**config.mk**
```make
export PLATFORM = sky130hd
export DESIGN_NAME = display_scan_ctrl
export DESIGN_NICKNAME = d
export VERILOG_FILES = /design/src/rtl/display_scan_ctrl_pkg.sv /design/src/rtl/scan_slot_timer.sv /design/src/rtl/display_scan_ctrl.sv
export SDC_FILE = /design/constraint.sdc
export NUM_CORES = 1
export LEC_CHECK = 0
export BUFFER_PORTS_ARGS = -buffer_cell sky130_fd_sc_hd__buf_2
export CAP_MARGIN = 30
export CORE_MARGIN = 2
export CORE_UTILIZATION = 45
export DETAILED_ROUTE_END_ITERATION = 16
export PLACE_DENSITY_LB_ADDON = 0.3
export SYNTH_ARGS = -nofsm -noshare
export SYNTH_HDL_FRONTEND = slang
export SYNTH_SLANG_ARGS = --single-unit
export TNS_END_PERCENT = 100
```
**constraint.sdc**
```tcl
create_clock -name clk -period 7.05 [get_ports clk]
set_clock_uncertainty 0.1 [all_clocks]
set_input_delay 0.3525 -clock clk [delete_from_list [all_inputs] [get_ports clk]]
set_output_delay 0.3525 -clock clk [all_outputs]
set_load 0.005 [all_outputs]
```
**src/rtl/display_scan_ctrl_pkg.sv**
```systemverilog
// Shared types and constants for the multiplexed display scan controller.
package display_scan_ctrl_pkg;

  localparam int CODE_W = 5;

  typedef enum logic [1:0] {
    IDLE,
    BLANK,
    SHOW
  } state_e;

endpackage

```
**src/rtl/scan_slot_timer.sv**
```systemverilog
// Slot cycle counter: restarts at 0 whenever clr_i is high and flags the last
// cycle of the blanking interval and of the visible interval.
module scan_slot_timer #(
  parameter int SLOT_CYC  = 50000,
  parameter int BLANK_CYC = 8
) (
  input  logic clk_i,
  input  logic rst_i,
  input  logic clr_i,
  output logic blank_tc_o,
  output logic show_tc_o
);

  localparam int CNT_W = (SLOT_CYC > 1) ? $clog2(SLOT_CYC) : 1;
  localparam logic [CNT_W-1:0] BLANK_LAST = CNT_W'(BLANK_CYC - 1);
  localparam logic [CNT_W-1:0] SHOW_LAST  = CNT_W'(SLOT_CYC - BLANK_CYC - 1);

  logic [CNT_W-1:0] cnt_q, cnt_d;

  always_comb begin
    cnt_d = clr_i ? '0 : cnt_q + CNT_W'(1);
  end

  always_ff @(posedge clk_i or posedge rst_i) begin
    if (rst_i) begin
      cnt_q <= '0;
    end else begin
      cnt_q <= cnt_d;
    end
  end

  assign blank_tc_o = (cnt_q == BLANK_LAST);
  assign show_tc_o  = (cnt_q == SHOW_LAST);

endmodule

```
**src/rtl/display_scan_ctrl.sv**
```systemverilog
// Time-multiplexed digit scanner with anti-ghost blanking and a tear-free
// double-buffered frame. Define DISPLAY_SCAN_LEADZERO_EN to suppress leading zeros.
module display_scan_ctrl
  import display_scan_ctrl_pkg::*;
#(
  parameter int NUM_DIGITS = 4,
  parameter int SLOT_CYC   = 50000,
  parameter int BLANK_CYC  = 8
) (
  input  logic                         clk,
  input  logic                         rst,
  input  logic                         enable,
  input  logic                         load_valid,
  input  logic [NUM_DIGITS*CODE_W-1:0] load_data,
  output logic                         load_ready,
  output logic [CODE_W-1:0]            code,
  output logic [NUM_DIGITS-1:0]        digit_en,
  output logic                         frame_done
);

  localparam int IDX_W = $clog2(NUM_DIGITS);
  localparam logic [IDX_W-1:0] LAST_IDX = IDX_W'(NUM_DIGITS - 1);

  typedef logic [NUM_DIGITS-1:0][CODE_W-1:0] frame_t;

  state_e                state_q, state_d;
  logic [IDX_W-1:0]      idx_q, idx_d;
  logic                  pending_q;
  frame_t                shadow_q, active_q;
  logic [CODE_W-1:0]     code_q;
  logic [NUM_DIGITS-1:0] digit_en_q;
  logic                  frame_done_q;

  logic blank_tc, show_tc, slot_clr, capture, xfer, dark;
  logic [NUM_DIGITS-1:0] onehot;

  scan_slot_timer #(
    .SLOT_CYC  (SLOT_CYC),
    .BLANK_CYC (BLANK_CYC)
  ) u_slot_timer (
    .clk_i      (clk),
    .rst_i      (rst),
    .clr_i      (slot_clr),
    .blank_tc_o (blank_tc),
    .show_tc_o  (show_tc)
  );

  always_comb begin
    state_d = state_q;
    idx_d   = idx_q;
    case (state_q)
      IDLE: begin
        state_d = BLANK;
        idx_d   = '0;
      end
      BLANK: begin
        if (blank_tc) state_d = SHOW;
      end
      SHOW: begin
        if (show_tc) begin
          state_d = BLANK;
          idx_d   = (idx_q == LAST_IDX) ? '0 : idx_q + IDX_W'(1);
        end
      end
      default: begin
        state_d = IDLE;
        idx_d   = '0;
      end
    endcase
    if (!enable) begin
      state_d = IDLE;
      idx_d   = '0;
    end
  end

  // Every state is entered only through a change of state, so restarting the
  // counter on any change gives each state a fresh count from 0.
  assign slot_clr = (state_d != state_q) || (state_q == IDLE);
  assign capture  = load_valid && !pending_q;
  assign xfer     = pending_q &&
                    ((state_q == IDLE) ||
                     (state_q == SHOW && state_d == BLANK && idx_d == '0));
  assign onehot   = NUM_DIGITS'(1) << idx_q;

`ifdef DISPLAY_SCAN_LEADZERO_EN
  function automatic logic lead_zero(input frame_t f, input logic [IDX_W-1:0] i);
    logic z;
    z = (i != '0);
    for (int k = 0; k < NUM_DIGITS; k++) begin
      if (k >= int'(i) && f[k] != '0) z = 1'b0;
    end
    return z;
  endfunction

  assign dark = lead_zero(active_q, idx_q);
`else
  assign dark = 1'b0;
`endif

  always_ff @(posedge clk or posedge rst) begin
    if (rst) begin
      state_q      <= IDLE;
      idx_q        <= '0;
      pending_q    <= 1'b0;
      shadow_q     <= '0;
      active_q     <= '0;
      code_q       <= '0;
      digit_en_q   <= '0;
      frame_done_q <= 1'b0;
    end else begin
      state_q <= state_d;
      idx_q   <= idx_d;
      // capture needs !pending and xfer needs pending, so they never collide
      if (capture) begin
        shadow_q  <= load_data;
        pending_q <= 1'b1;
      end else if (xfer) begin
        active_q  <= shadow_q;
        pending_q <= 1'b0;
      end
      code_q       <= (enable && state_q != IDLE) ? active_q[idx_q] : '0;
      digit_en_q   <= (enable && state_q == SHOW && !dark) ? onehot : '0;
      frame_done_q <= enable && (state_q == SHOW) && show_tc && (idx_q == LAST_IDX);
    end
  end

  assign load_ready = ~pending_q;
  assign code       = code_q;
  assign digit_en   = digit_en_q;
  assign frame_done = frame_done_q;

endmodule

```
==> results of run 1 <==
metrics by stage:
stage	std cells	worst slack [ps]	area (um2)	hold slack, ps
floorplan	260	4610	3354	369.5
global placement	385	4178	3608	385.9
detailed placement	386	4140	3623	391.9
CTS	402	4111	3816	104.7
global route	402	3896	3816	115.4
finish	402	4098	3816	117.9
power by group through the flow:
stage	clock, mW	sequential [mW]	combinational [mW]
6_report	0.312	0.581	0.247
3_3_place_gp	0	0.585	0.239
4_1_cts	0.323	0.584	0.251
5_1_grt	0.338	0.596	0.269
2_1_floorplan	0	0.564	0.217
3_5_place_dp	0	0.591	0.250
placed cells by master (no fill, tap or decap), types with 4 or more instances in the layout:
| cell type | netlist | final |
|---|---|---|
| sky130_fd_sc_hd__nand2_1 | 10 | 10 |
| sky130_fd_sc_hd__mux2_2 | 21 | 21 |
| sky130_fd_sc_hd__xor2_1 | 5 | 5 |
| sky130_fd_sc_hd__clkbuf_8 | 0 | 9 |
| sky130_fd_sc_hd__a21oi_1 | 4 | 4 |
| sky130_fd_sc_hd__dfrtp_1 | 71 | 71 |
| sky130_fd_sc_hd__mux4_2 | 5 | 5 |
| sky130_fd_sc_hd__inv_1 | 11 | 10 |
| sky130_fd_sc_hd__nor2_1 | 27 | 27 |
| sky130_fd_sc_hd__ha_1 | 9 | 9 |
| sky130_fd_sc_hd__xnor2_1 | 9 | 9 |
| sky130_fd_sc_hd__and3_1 | 14 | 14 |
| sky130_fd_sc_hd__buf_2 | 4 | 34 |
| sky130_fd_sc_hd__mux2_4 | 19 | 19 |
| sky130_fd_sc_hd__nand3_1 | 11 | 11 |
routing by layer:
metal	vias up	track usage
li1	995	-
met1	1025	0.1971
met2	54	0.2475
met3	10	0.04674
met4	0	0.06923
met5	-	0
worst max-delay path, stage by stage, from the launching register on:
cell and delay (ps):
sky130_fd_sc_hd__dfrtp_1 520, sky130_fd_sc_hd__inv_1 160, sky130_fd_sc_hd__ha_1 410, sky130_fd_sc_hd__nor2_1 130, sky130_fd_sc_hd__o311ai_0 390, sky130_fd_sc_hd__a211oi_1 140
sky130_fd_sc_hd__o311ai_4 230, sky130_fd_sc_hd__buf_4 390, sky130_fd_sc_hd__mux2_2 380
how the worst min path moves through the flow:
stage | startpoint | to | slack, ps | cells after the start
6_report | load_valid | pending_q$_DFFE_PP0P_ | 120 | 2
5_1_grt | load_data[11] | shadow_q[11]$_DFFE_PP0P_ | 120 | 2
3_5_place_dp | shadow_q[13]$_DFFE_PP0P_ | active_q[13]$_DFFE_PP0P_ | 390 | 1
4_1_cts | load_data[11] | shadow_q[11]$_DFFE_PP0P_ | 100 | 2
3_3_place_gp | shadow_q[13]$_DFFE_PP0P_ | active_q[13]$_DFFE_PP0P_ | 390 | 1
2_1_floorplan | load_valid | pending_q$_DFFE_PP0P_ | 370 | 1
registers in the layout (all words and copies together) (netlist names):
register            count
active_q               20
shadow_q               20
u_slot_timer.cnt_q     16
code                    5
digit_en                4
idx_q                   2
state_q                 2
frame_done              1
pending_q               1
kinds of logic after synthesis:
logic type,synth area share
DFF,0.5297
muxes,0.1891
and+or+nand+nor,0.1257
AOI/OAI and AO/OA,0.05595
xor gates and xnor gates,0.03655
adders and majority gates,0.03357
buffers and inverters,0.02947
area by class of cell:
cell class	count	area [um2]	area share
clock buffers	9	123.9	0.03246
clock inverters	7	68.82	0.01803
inverters	11	41.29	0.01082
multi-input cells	168	1481	0.3882
flip-flops and latches	71	1777	0.4656
well taps	99	123.9	0.03246
repair buffers	37	200.2	0.05246
==> summary.md, run 1 <==
| Metric | Value |
|---|---|
| Share of power burned in combinational logic | `0.216` |
| Final hold viol count | `0` |
| Setup repair after global routing missed its margin | `false` |
| Static power due to leakage | `between 1.5 and 2 nW` |
| Vertical die dimension | `90.34 um` |
| Slew HR | `0.4160` |
| Sequential share of the synthesized area | `0.5297` |
| Util after Layout | `0.5261` |
| Antenna-violating nets left | `0` |
| Crit path launch | `state_q[1]$_DFF_PP0_` |
| Actual slew at the worst max-slew pin | `around 900 ps` |
| I/O pin cnt | `35` |
| DRC | `0` |
| GRT Util Overall | `0.1556` |
| Met2 Routed Length | `2820 um` |
| Antenna violations before repair | `0` |
| Mapped Area | `about 3400 um2` |
| Via count | `~2.1k` |
| Number of global-route vias before repair | `between 2k and 2.5k` |
| Switching power summed over all nets | `between 300 and 400 uW` |
| Max_cap viols | `0` |
| Number of enable flip-flop cells after synthesis | `0` |
| Leading cell type by number of instances after synthesis | `sky130_fd_sc_hd__dfrtp_1` |
| Launching element type of the critical path | `register` |
| Uppermost routed layer | `met4` |
| Minimum clock period after layout | `2952 ps` |
| Gpl congestion | `0.8000` |
| Type of the worst min-delay path | `input port to register` |
| Register clock-pin slew on the reported worst setup and hold paths | `90 ps` |
| Max clock buf depth | `2` |
| Dominant synthesized flop cell | `sky130_fd_sc_hd__dfrtp_1` |
| Yosys Warn Count | `0` |
| Share of final-layout standard cells stronger than drive strength 1 | `0.3564` |
| CP endpoint | `active_q[4]$_DFFE_PP0P_` |
| Total iterations of the first detailed-routing run | `4` |
| Sum of overflow across all layers after global routing | `0` |
| Dpl hpwl | `4091 um` |
| Port Buffers | `34` |
| Number of filler instances in the final layout | `670` |
| Biggest area consumer among synthesized cells | `sky130_fd_sc_hd__dfrtp_1` |
| Maximum clock frequency | `approximately 340 MHz` |
| Pins over their slew limit | `0` |
| Clock latency reported for the late side of the worst-skew pair | `350 ps` |
| Std-Cell Core Area | `slightly above 7000 um2` |
| First-pass GRT wire length | `between 10000 and 15000 um` |
| Post-Syn Nets | `293` |
| Post-synth top area share | `0.5297` |
| Clock network fraction of total power | `0.274` |
| Initial Utilization | `0.4625` |
| Worst Reg-to-Reg Cells | `8` |
| Sort of element at the end of the critical path | `register` |
| Async set-reset flop share out of synthesis | `1.000` |
| Per-cell via count in the routed design | `5.184` |
| Setup CP Type | `register to register` |
| TritonCTS clock tree | `built` |
| Die Footprint | `about 8200 um2` |
| Worst EP arrival | `about 3000 ps` |
| Critical register-to-register path startpoint | `state_q[1]$_DFF_PP0_` |
| Total inserted antenna cells | `0` |
| Number of placement rows | `31` |
| Status | `completed` |
| Maximum number of pins on one net before global-route repair | `72` |
| Crit share post-route | `0.4188` |
| Top cells by area in the synthesized netlist | `sky130_fd_sc_hd__dfrtp_1, sky130_fd_sc_hd__mux2_4, sky130_fd_sc_hd__mux2_2` |
| Fraction of power spent switching nets | `0.2748` |
| Layout overhead on the synthesized area | `13.76%` |
| Violation count after the first detailed-route iteration | `42` |
| Register bit count reported by yosys | `71` |
| Number of buffers inserted during clock tree synthesis | `9` |
| Synth cell count leaders | `sky130_fd_sc_hd__dfrtp_1, sky130_fd_sc_hd__nor2_1, sky130_fd_sc_hd__mux2_2, sky130_fd_sc_hd__mux2_4, sky130_fd_sc_hd__and3_1` |
| Post-CTS setup repair buffer count | `0` |
| Routed wl met3 | `approximately 270 um` |
| H-Tree Depth | `3` |
| Portion of total power attributed to sequential cells | `0.510` |
| Post-CTS Resized | `0` |
| Peak ir drop on the vdd network | `0.1855 mV` |
| Design internal power | `about 830 uW` |
| DRT Wirelength | `5817 um` |
| Count of endpoints failing setup in the final report | `0` |
| Number of instances in the synthesized netlist | `260` |
| PD cells | `298.6 nW/um2` |
| Highest net fanout along the worst path | `21` |
| Mapped Avg Cell Area | `between 10 and 15 um2` |
| Final net count | `about 330` |
| Number of sinks on the clock net | `71` |
| Worst r2r dst | `active_q[4]$_DFFE_PP0P_` |
| Root cell of the clock tree | `sky130_fd_sc_hd__clkbuf_8` |
| Final TNS setup | `0 ps` |
| Setup slack of the worst register-to-register path | `between 4000 and 5000 ps` |
| Hold-fix buffer count after cts | `0` |
| Data required time of the worst path | `just over 7000 ps` |
| Total power | `roughly 1.1 mW` |
| Chip Width | `90.34 um` |
| Unique cell type count in the Yosys netlist | `40` |
| M1 WL | `approximately 2600 um` |
| Drt wl/cell | `about 14 um` |
Power figures use the tool's default switching activity.
==> run 2: changes to the inputs <==
Clock period 7.05 ns to 2.4 ns, I/O delays scaled along.
==> run 2 against run 1 <==
The flow now finishes with violations (negative setup slack). Highest routed layer unchanged. Sequential share of layout area is 5.9 points lower. Cell count is 12% higher. Flip-flop and latch count stayed put. Core utilization is 7.7 points higher.
==> summary.md, run 2 (synthesis results as in run 1) <==
| Metric | Value |
|---|---|
| DRT Wirelength | `between 6000 and 7000 um` |
| Worst EP arrival | `about 2600 ps` |
| Via count | `2333` |
| PD cells | `805.6 nW/um2` |
| Commonest cells after routing, fill and taps aside | `sky130_fd_sc_hd__dfrtp_1, sky130_fd_sc_hd__buf_2, sky130_fd_sc_hd__nor2_1` |
| Port Buffers | `34` |
| Max_cap viols | `0` |
| Dpl hpwl | `approximately 4200 um` |
| Clock latency reported for the late side of the worst-skew pair | `between 300 and 400 ps` |
| Peak ir drop on the vdd network | `around 0.56 mV` |
| Number of global-route vias before repair | `2389` |
| Status | `complete, but fails checks` |
| Layout overhead on the synthesized area | `30.36%` |
| Post-route standard cell area excluding fillers | `approximately 4400 um2` |
| DRC | `0` |
| Per-cell via count in the routed design | `about 5.2` |
| Number of filler instances in the final layout | `about 600` |
| Worst hold margin | `about 57 ps` |
| Maximum clock frequency | `between 400 and 500 MHz` |
| Antenna violations before repair | `0` |
| Register clock-pin slew on the reported worst setup and hold paths | `90 ps` |
| Total inserted antenna cells | `0` |
| Minimum clock period after layout | `approximately 2500 ps` |
| Placement Setup Slack | `approximately 16 ps` |
| Launching element type of the critical path | `register` |
| Vertical die dimension | `around 90 um` |
| Total power | `about 3.5 mW` |
| TritonCTS clock tree | `built` |
| GRT Util Overall | `0.1769` |
| Total iterations of the first detailed-routing run | `4` |
| I/O pin cnt | `35` |
| Reg area | `roughly 1800 um2` |
| Number of sinks on the clock net | `a little over 70` |
| Met1 global-route usage | `0.2228` |
| Std-Cell Core Area | `7253 um2` |
| Violation count after the first detailed-route iteration | `77` |
| Drt wl/cell | `15.06 um` |
| Static power due to leakage | `roughly 2 nW` |
| Global-route track usage on met2 | `0.2851` |
| Worst Slack Setup Final | `-90.32 ps` |
| First-pass GRT wire length | `around 11000 um` |
| Failing checks | `negative setup slack` |
| Type of the worst min-delay path | `input port to register` |
| Multi-input combinational cell area | `1526 um2` |
| Data required time of the worst path | `around 2500 ps` |
| Number of buffers inserted during clock tree synthesis | `9` |
| Count of endpoints failing setup in the final report | `20` |
| Final hold viol count | `0` |
| Chip Width | `around 90 um` |
| Root cell of the clock tree | `sky130_fd_sc_hd__clkbuf_8` |
| Slew HR | `0.7446` |
| Setup CP Type | `register to register` |
| Antenna-violating nets left | `0` |
| Max clock buf depth | `2` |
| Actual slew at the worst max-slew pin | `~380 ps` |
| Pins over their slew limit | `0` |
| Final net count | `around 380` |
| Util after Layout | `0.6029` |
| Die Footprint | `approximately 8000 um2` |
| Area post-placement | `~3800 um2` |
| Crit share post-route | `1.038` |
| Sort of element at the end of the critical path | `register` |
| Layer with the highest usage after global routing | `met2` |
| Initial Utilization | `0.4625` |
| GR Util met3 | `0.05008` |
| Most common cell after layout, fill and taps aside | `sky130_fd_sc_hd__dfrtp_1` |
| Setup repair after global routing missed its margin | `true` |
| Sum of overflow across all layers after global routing | `0` |
| Largest registers | `active_q x20, shadow_q x20, u_slot_timer.cnt_q x16` |
| Share of final-layout standard cells stronger than drive strength 1 | `0.4023` |
| Highest net fanout along the worst path | `5` |
| Number of placement rows | `31` |
| Gpl congestion | `0.9140` |
| Maximum number of pins on one net before global-route repair | `72` |
| H-Tree Depth | `3` |
-- run 2: cell count changes in the layout (fill, tap and decap cells not counted), moves of 2 or more --
cell                            before  now
sky130_fd_sc_hd__buf_4               2   22
sky130_fd_sc_hd__clkbuf_16           0    2
sky130_fd_sc_hd__buf_12              0    3
sky130_fd_sc_hd__buf_6               0    4
sky130_fd_sc_hd__dlygate4sd3_1       0   22
-- run 2: layout make-up --
cell class | count | area share
sequential | 71 | 0.4066
inverter | 11 | 0.009442
multi-input combinational | 168 | 0.3491
clock buffer | 9 | 0.02833
timing repair buffer | 87 | 0.1625
tap | 99 | 0.02833
clock inverter | 7 | 0.01574
-- run 2: worst max-delay path, stage by stage, from the launching register on --
cell and delay [ps]:
sky130_fd_sc_hd__dfrtp_1 360, sky130_fd_sc_hd__ha_2 180, sky130_fd_sc_hd__nor4b_4 280, sky130_fd_sc_hd__nand3_2 170, sky130_fd_sc_hd__nor3_4 240, sky130_fd_sc_hd__a211oi_2 110
sky130_fd_sc_hd__o311ai_4 330, sky130_fd_sc_hd__buf_12 170, sky130_fd_sc_hd__clkbuf_16 150, sky130_fd_sc_hd__mux2_4 300
-- run 2: report_power, final --
group	switching (mW)	internal (mW)
logic	0.269	0.612
clock network	0.532	0.409
registers	0.184	1.52
total	0.985	2.54
-- run 2: worst paths after layout --
path / cells past startpoint / to / slack (ps) / start
setup / recovery: 9 / active_q[8]$_DFFE_PP0P_ / -90 / u_slot_timer.cnt_q[1]$_DFF_PP0_
hold / removal: 2 / digit_en[2]$_DFF_PP0_ / 60 / enable
setup reg to reg: 9 / active_q[8]$_DFFE_PP0P_ / -90 / u_slot_timer.cnt_q[1]$_DFF_PP0_
hold reg to reg: 1 / active_q[10]$_DFFE_PP0P_ / 410 / shadow_q[10]$_DFFE_PP0P_
max in group asynchronous: 4 / state_q[1]$_DFF_PP0_ / 1600 / rst
min in group asynchronous: 4 / shadow_q[7]$_DFFE_PP0P_ / 270 / rst
-- run 2: what timing repair did --
| action | 4_1_cts | 5_1_grt |
|---|---|---|
| gates cloned | 0 | 4 |
| pin swaps | 0 | 6 |
| endpoints found under the setup margin | 1 | 34 |
| resized for setup | 0 | 14 |
| hold buffers | 22 | 0 |
| buffers inserted | 0 | 3 |
| endpoints found under the hold margin | 92 | 0 |
-- run 2: per-layer routing --
metal	part of all wire	routed length (um)
met5	0	0
met4	0.019	129
met3	0.035	237
met2	0.49	3315
met1	0.46	3126
-- run 2: metrics by stage --
stage	TNS (ps)	instances
after floorplan	0	260
after global placement	0	407
after CTS	-17.86	445
after global routing	-3592	452
final	-1452	452
after detailed placement	0	407
==> run 3: changes to the inputs <==
Settings changed: CAP_MARGIN 30 to unset, SYNTH_HIERARCHICAL set to 1.
==> run 3 against run 2 <==
The flow still finishes with violations (negative setup slack). Core utilization decreased by 0.41 points. Sequential power decreased by 4%. Synthesized area increased by 7.0%. Flip-flop and latch count unchanged. Worst hold slack improved by 240 ps. Maximum frequency decreased by 6.9%. Sequential share of layout area decreased by 2.3 points. Clock power increased by 1%. Non-clock buffer count increased by 2. Count of clock-buffer cells in the layout unchanged. First-iteration DRC count increased by 17%. Critical endpoint is now active_q[18]$_DFFE_PP0P_. Largest cell class is now multi-input combinational cells. Highest routed layer unchanged.
==> summary.md, run 3 <==
| Metric | Value |
|---|---|
| Status | `complete, but fails checks` |
| Failing checks | `negative setup slack` |
| Biggest area consumer among synthesized cells | `sky130_fd_sc_hd__dfrtp_1` |
| Filler-free cell count of the finished design | `~510` |
| Critical register-to-register path startpoint | `u_slot_timer/cnt_q[10]$_DFF_PP0_` |
| Worst r2r dst | `active_q[18]$_DFFE_PP0P_` |
| Clock network fraction of total power | `0.284` |
| Worst hold margin | `~300 ps` |
| Port Buffers | `34` |
| Final hold viol count | `0` |
| Worst Slack Setup Final | `-275.0 ps` |
| GRT Util Overall | `0.1952` |
| Vertical die dimension | `~93 um` |
| DRC | `0` |
| DRT Wirelength | `between 7000 and 8000 um` |
| Layout overhead on the synthesized area | `28.85%` |
| Cell repeated most along the worst path | `sky130_fd_sc_hd__buf_4` |
| Peak ir drop on the vdd network | `0.3811 mV` |
| Fraction of power spent switching nets | `0.3038` |
| TritonCTS clock tree | `built` |
| Number of instances in the synthesized netlist | `between 300 and 400` |
| Mapped Avg Cell Area | `11.22 um2` |
| Gpl congestion | `between 0.8 and 0.9` |
| Crit path launch | `u_slot_timer/cnt_q[10]$_DFF_PP0_` |
| Actual slew at the worst max-slew pin | `about 690 ps` |
| Portion of total power attributed to sequential cells | `0.488` |
| Antenna violations before repair | `0` |
| Max_cap viols | `0` |
| Data required time of the worst path | `roughly 2500 ps` |
| Setup CP Type | `register to register` |
| Worst Reg-to-Reg Cells | `10` |
| Number of buffers inserted during clock tree synthesis | `9` |
| Design internal power | `about 2.3 mW` |
| Dominant synthesized flop cell | `sky130_fd_sc_hd__dfrtp_1` |
| Number of buffer and inverter instances along the worst setup path | `2` |
| Root cell of the clock tree | `sky130_fd_sc_hd__clkbuf_8` |
| Cells along the critical path | `nor4_2, buf_4, nand4b_1, nor3_2, buf_4, mux2_4, a22oi_2, a31o_4, a21oi_2, a221o_1` |
| Pins over their slew limit | `0` |
| Unique cell type count in the Yosys netlist | `47` |
| Slowest cell on the critical path | `sky130_fd_sc_hd__dfrtp_1` |
| Number of filler instances in the final layout | `between 600 and 700` |
| Antenna-violating nets left | `0` |
| Sum of overflow across all layers after global routing | `0` |
| Via count | `between 2k and 3k` |
| Total inserted antenna cells | `0` |
| Final net count | `between 400 and 500` |
| Highest net fanout along the worst path | `8` |
| CP peak stage delay | `around 400 ps` |
| Placement Setup Slack | `-695.4 ps` |
| Total iterations of the first detailed-routing run | `4` |
| Top cells by area in the synthesized netlist | `sky130_fd_sc_hd__dfrtp_1, sky130_fd_sc_hd__mux2_2, sky130_fd_sc_hd__a221o_1` |
| Register bit count reported by yosys | `between 70 and 80` |
| Share of power burned in combinational logic | `0.227` |
| H-Tree Depth | `3` |
| Worst EP arrival | `2800 ps` |
| Synth cell count leaders | `sky130_fd_sc_hd__dfrtp_1, sky130_fd_sc_hd__nor2_1, sky130_fd_sc_hd__a21oi_1, sky130_fd_sc_hd__nand2_1, sky130_fd_sc_hd__mux2_2` |
| First-pass GRT wire length | `13330 um` |
| Number of global-route vias before repair | `between 2k and 3k` |
| Dpl hpwl | `between 4000 and 5000 um` |
| Die Footprint | `8710 um2` |
| Util after Layout | `0.5988` |
| Sequential share of the synthesized area | `0.4948` |
| Launching element type of the critical path | `register` |
| Largest registers | `active_q x20, shadow_q x20, u_slot_timer/cnt_q x16` |
| Async set-reset flop share out of synthesis | `1.000` |
| Chip Width | `93.33 um` |
| Sort of element at the end of the critical path | `register` |
| Yosys Warn Count | `6` |
| I/O pin cnt | `35` |
| Total power | `approximately 3.4 mW` |
| Number of sinks on the clock net | `71` |
| Commonest cells after routing, fill and taps aside | `sky130_fd_sc_hd__dfrtp_1, sky130_fd_sc_hd__buf_2, sky130_fd_sc_hd__buf_4` |
| Switching power summed over all nets | `1.019 mW` |
| Maximum clock frequency | `between 300 and 400 MHz` |
| Number of enable flip-flop cells after synthesis | `0` |
| Violation count after the first detailed-route iteration | `90` |
| Share of final-layout standard cells stronger than drive strength 1 | `0.3811` |
| Final TNS setup | `-9015 ps` |
| # placed instances | `approximately 470` |
| Mapped Area | `roughly 3600 um2` |
| Post-synth top area share | `0.4948` |
| Setup slack of the worst register-to-register path | `-270 ps` |
| Leading cell type by number of instances after synthesis | `sky130_fd_sc_hd__dfrtp_1` |
| Static power due to leakage | `between 2 and 2.5 nW` |
| PD cells | `roughly 730 nW/um2` |
| Crit share post-route | `1.115` |
| Post-Syn Nets | `~350` |
| Maximum number of pins on one net before global-route repair | `56` |
| Category of cells accounting for the largest share of critical-path delay | `compound AO/OA/AOI/OAI gates` |
| Drt wl/cell | `around 15 um` |
| Initial Utilization | `0.4647` |
| Per-cell via count in the routed design | `~5.4` |
| CP endpoint | `active_q[18]$_DFFE_PP0P_` |
| Setup repair after global routing missed its margin | `true` |
| Register clock-pin slew on the reported worst setup and hold paths | `approximately 80 ps` |
| Number of stages on the worst setup path | `10` |
| Clock latency reported for the late side of the worst-skew pair | `350 ps` |
| Number of placement rows | `32` |
| Count of endpoints failing setup in the final report | `37` |
| Most common cell after layout, fill and taps aside | `sky130_fd_sc_hd__dfrtp_1` |
| Minimum clock period after layout | `roughly 2700 ps` |
| Type of the worst min-delay path | `input port to asynchronous set/reset pin` |
| Post-route standard cell area excluding fillers | `around 4600 um2` |
| Slew HR | `0.5425` |
| Std-Cell Core Area | `a little under 8000 um2` |
| Area post-placement | `just over 4000 um2` |
| Max clock buf depth | `2` |
## run 3: repair_timing
item,4_1_cts,5_1_grt
buffers inserted,1,2
pin swaps,4,1
endpoints found under the hold margin,93,0
gates cloned,6,0
hold buffers,22,0
gates resized for setup,20,6
endpoints found under the setup margin,37,37
## run 3: kinds of logic after synthesis
logic type      after synthesis  synth area share
simple gates                110            0.1666
flops                        71            0.4948
mux                          30            0.1098
compound gates               64            0.1261
xor+xnor                      5           0.01220
fa+ha+maj                    10           0.03484
buf+inv                      30           0.05575
## run 3: power by group through the flow
stage	sequential [mW]	clock (mW)	combinational (mW)
after floorplan	1.58	0	0.590
after global placement	1.64	0	0.653
after detailed placement	1.65	0	0.689
after CTS	1.63	0.975	0.750
after global routing	1.67	1.03	0.847
final	1.64	0.954	0.763
## run 3: layer usage
| layer | GRT usage | share of wire |
|---|---|---|
| met4 | 0.06618 | 0.012 |
| met3 | 0.04271 | 0.045 |
| met1 | 0.2664 | 0.46 |
| met5 | 0 | 0 |
| met2 | 0.3094 | 0.48 |
## run 3: final cells by class
cell class	count	area (um2)	area share
flip-flops and latches	71	1777	0.3840
clock inverters	7	73.82	0.01595
clock buffers	9	123.9	0.02677
multi-input cells	225	1817	0.3926
inverters	11	41.29	0.008924
repair buffers	89	666.9	0.1441
well taps	102	127.6	0.02758
## run 3: how the worst min path moves through the flow
stage | startpoint | end | slack, ps
final | rst | u_slot_timer/cnt_q[15]$_DFF_PP0_ | 300
after global placement | rst | u_slot_timer/cnt_q[1]$_DFF_PP0_ | 140
after floorplan | rst | u_slot_timer/cnt_q[0]$_DFF_PP0_ | -70
after global routing | rst | u_slot_timer/cnt_q[13]$_DFF_PP0_ | 340
after detailed placement | rst | u_slot_timer/cnt_q[1]$_DFF_PP0_ | 140
after CTS | rst | u_slot_timer/cnt_q[13]$_DFF_PP0_ | 300
## run 3: tightest hold or removal path: stages
cell and delay, ps:
sky130_fd_sc_hd__dlygate4sd3_1 520, sky130_fd_sc_hd__buf_2 130, sky130_fd_sc_hd__inv_1 450
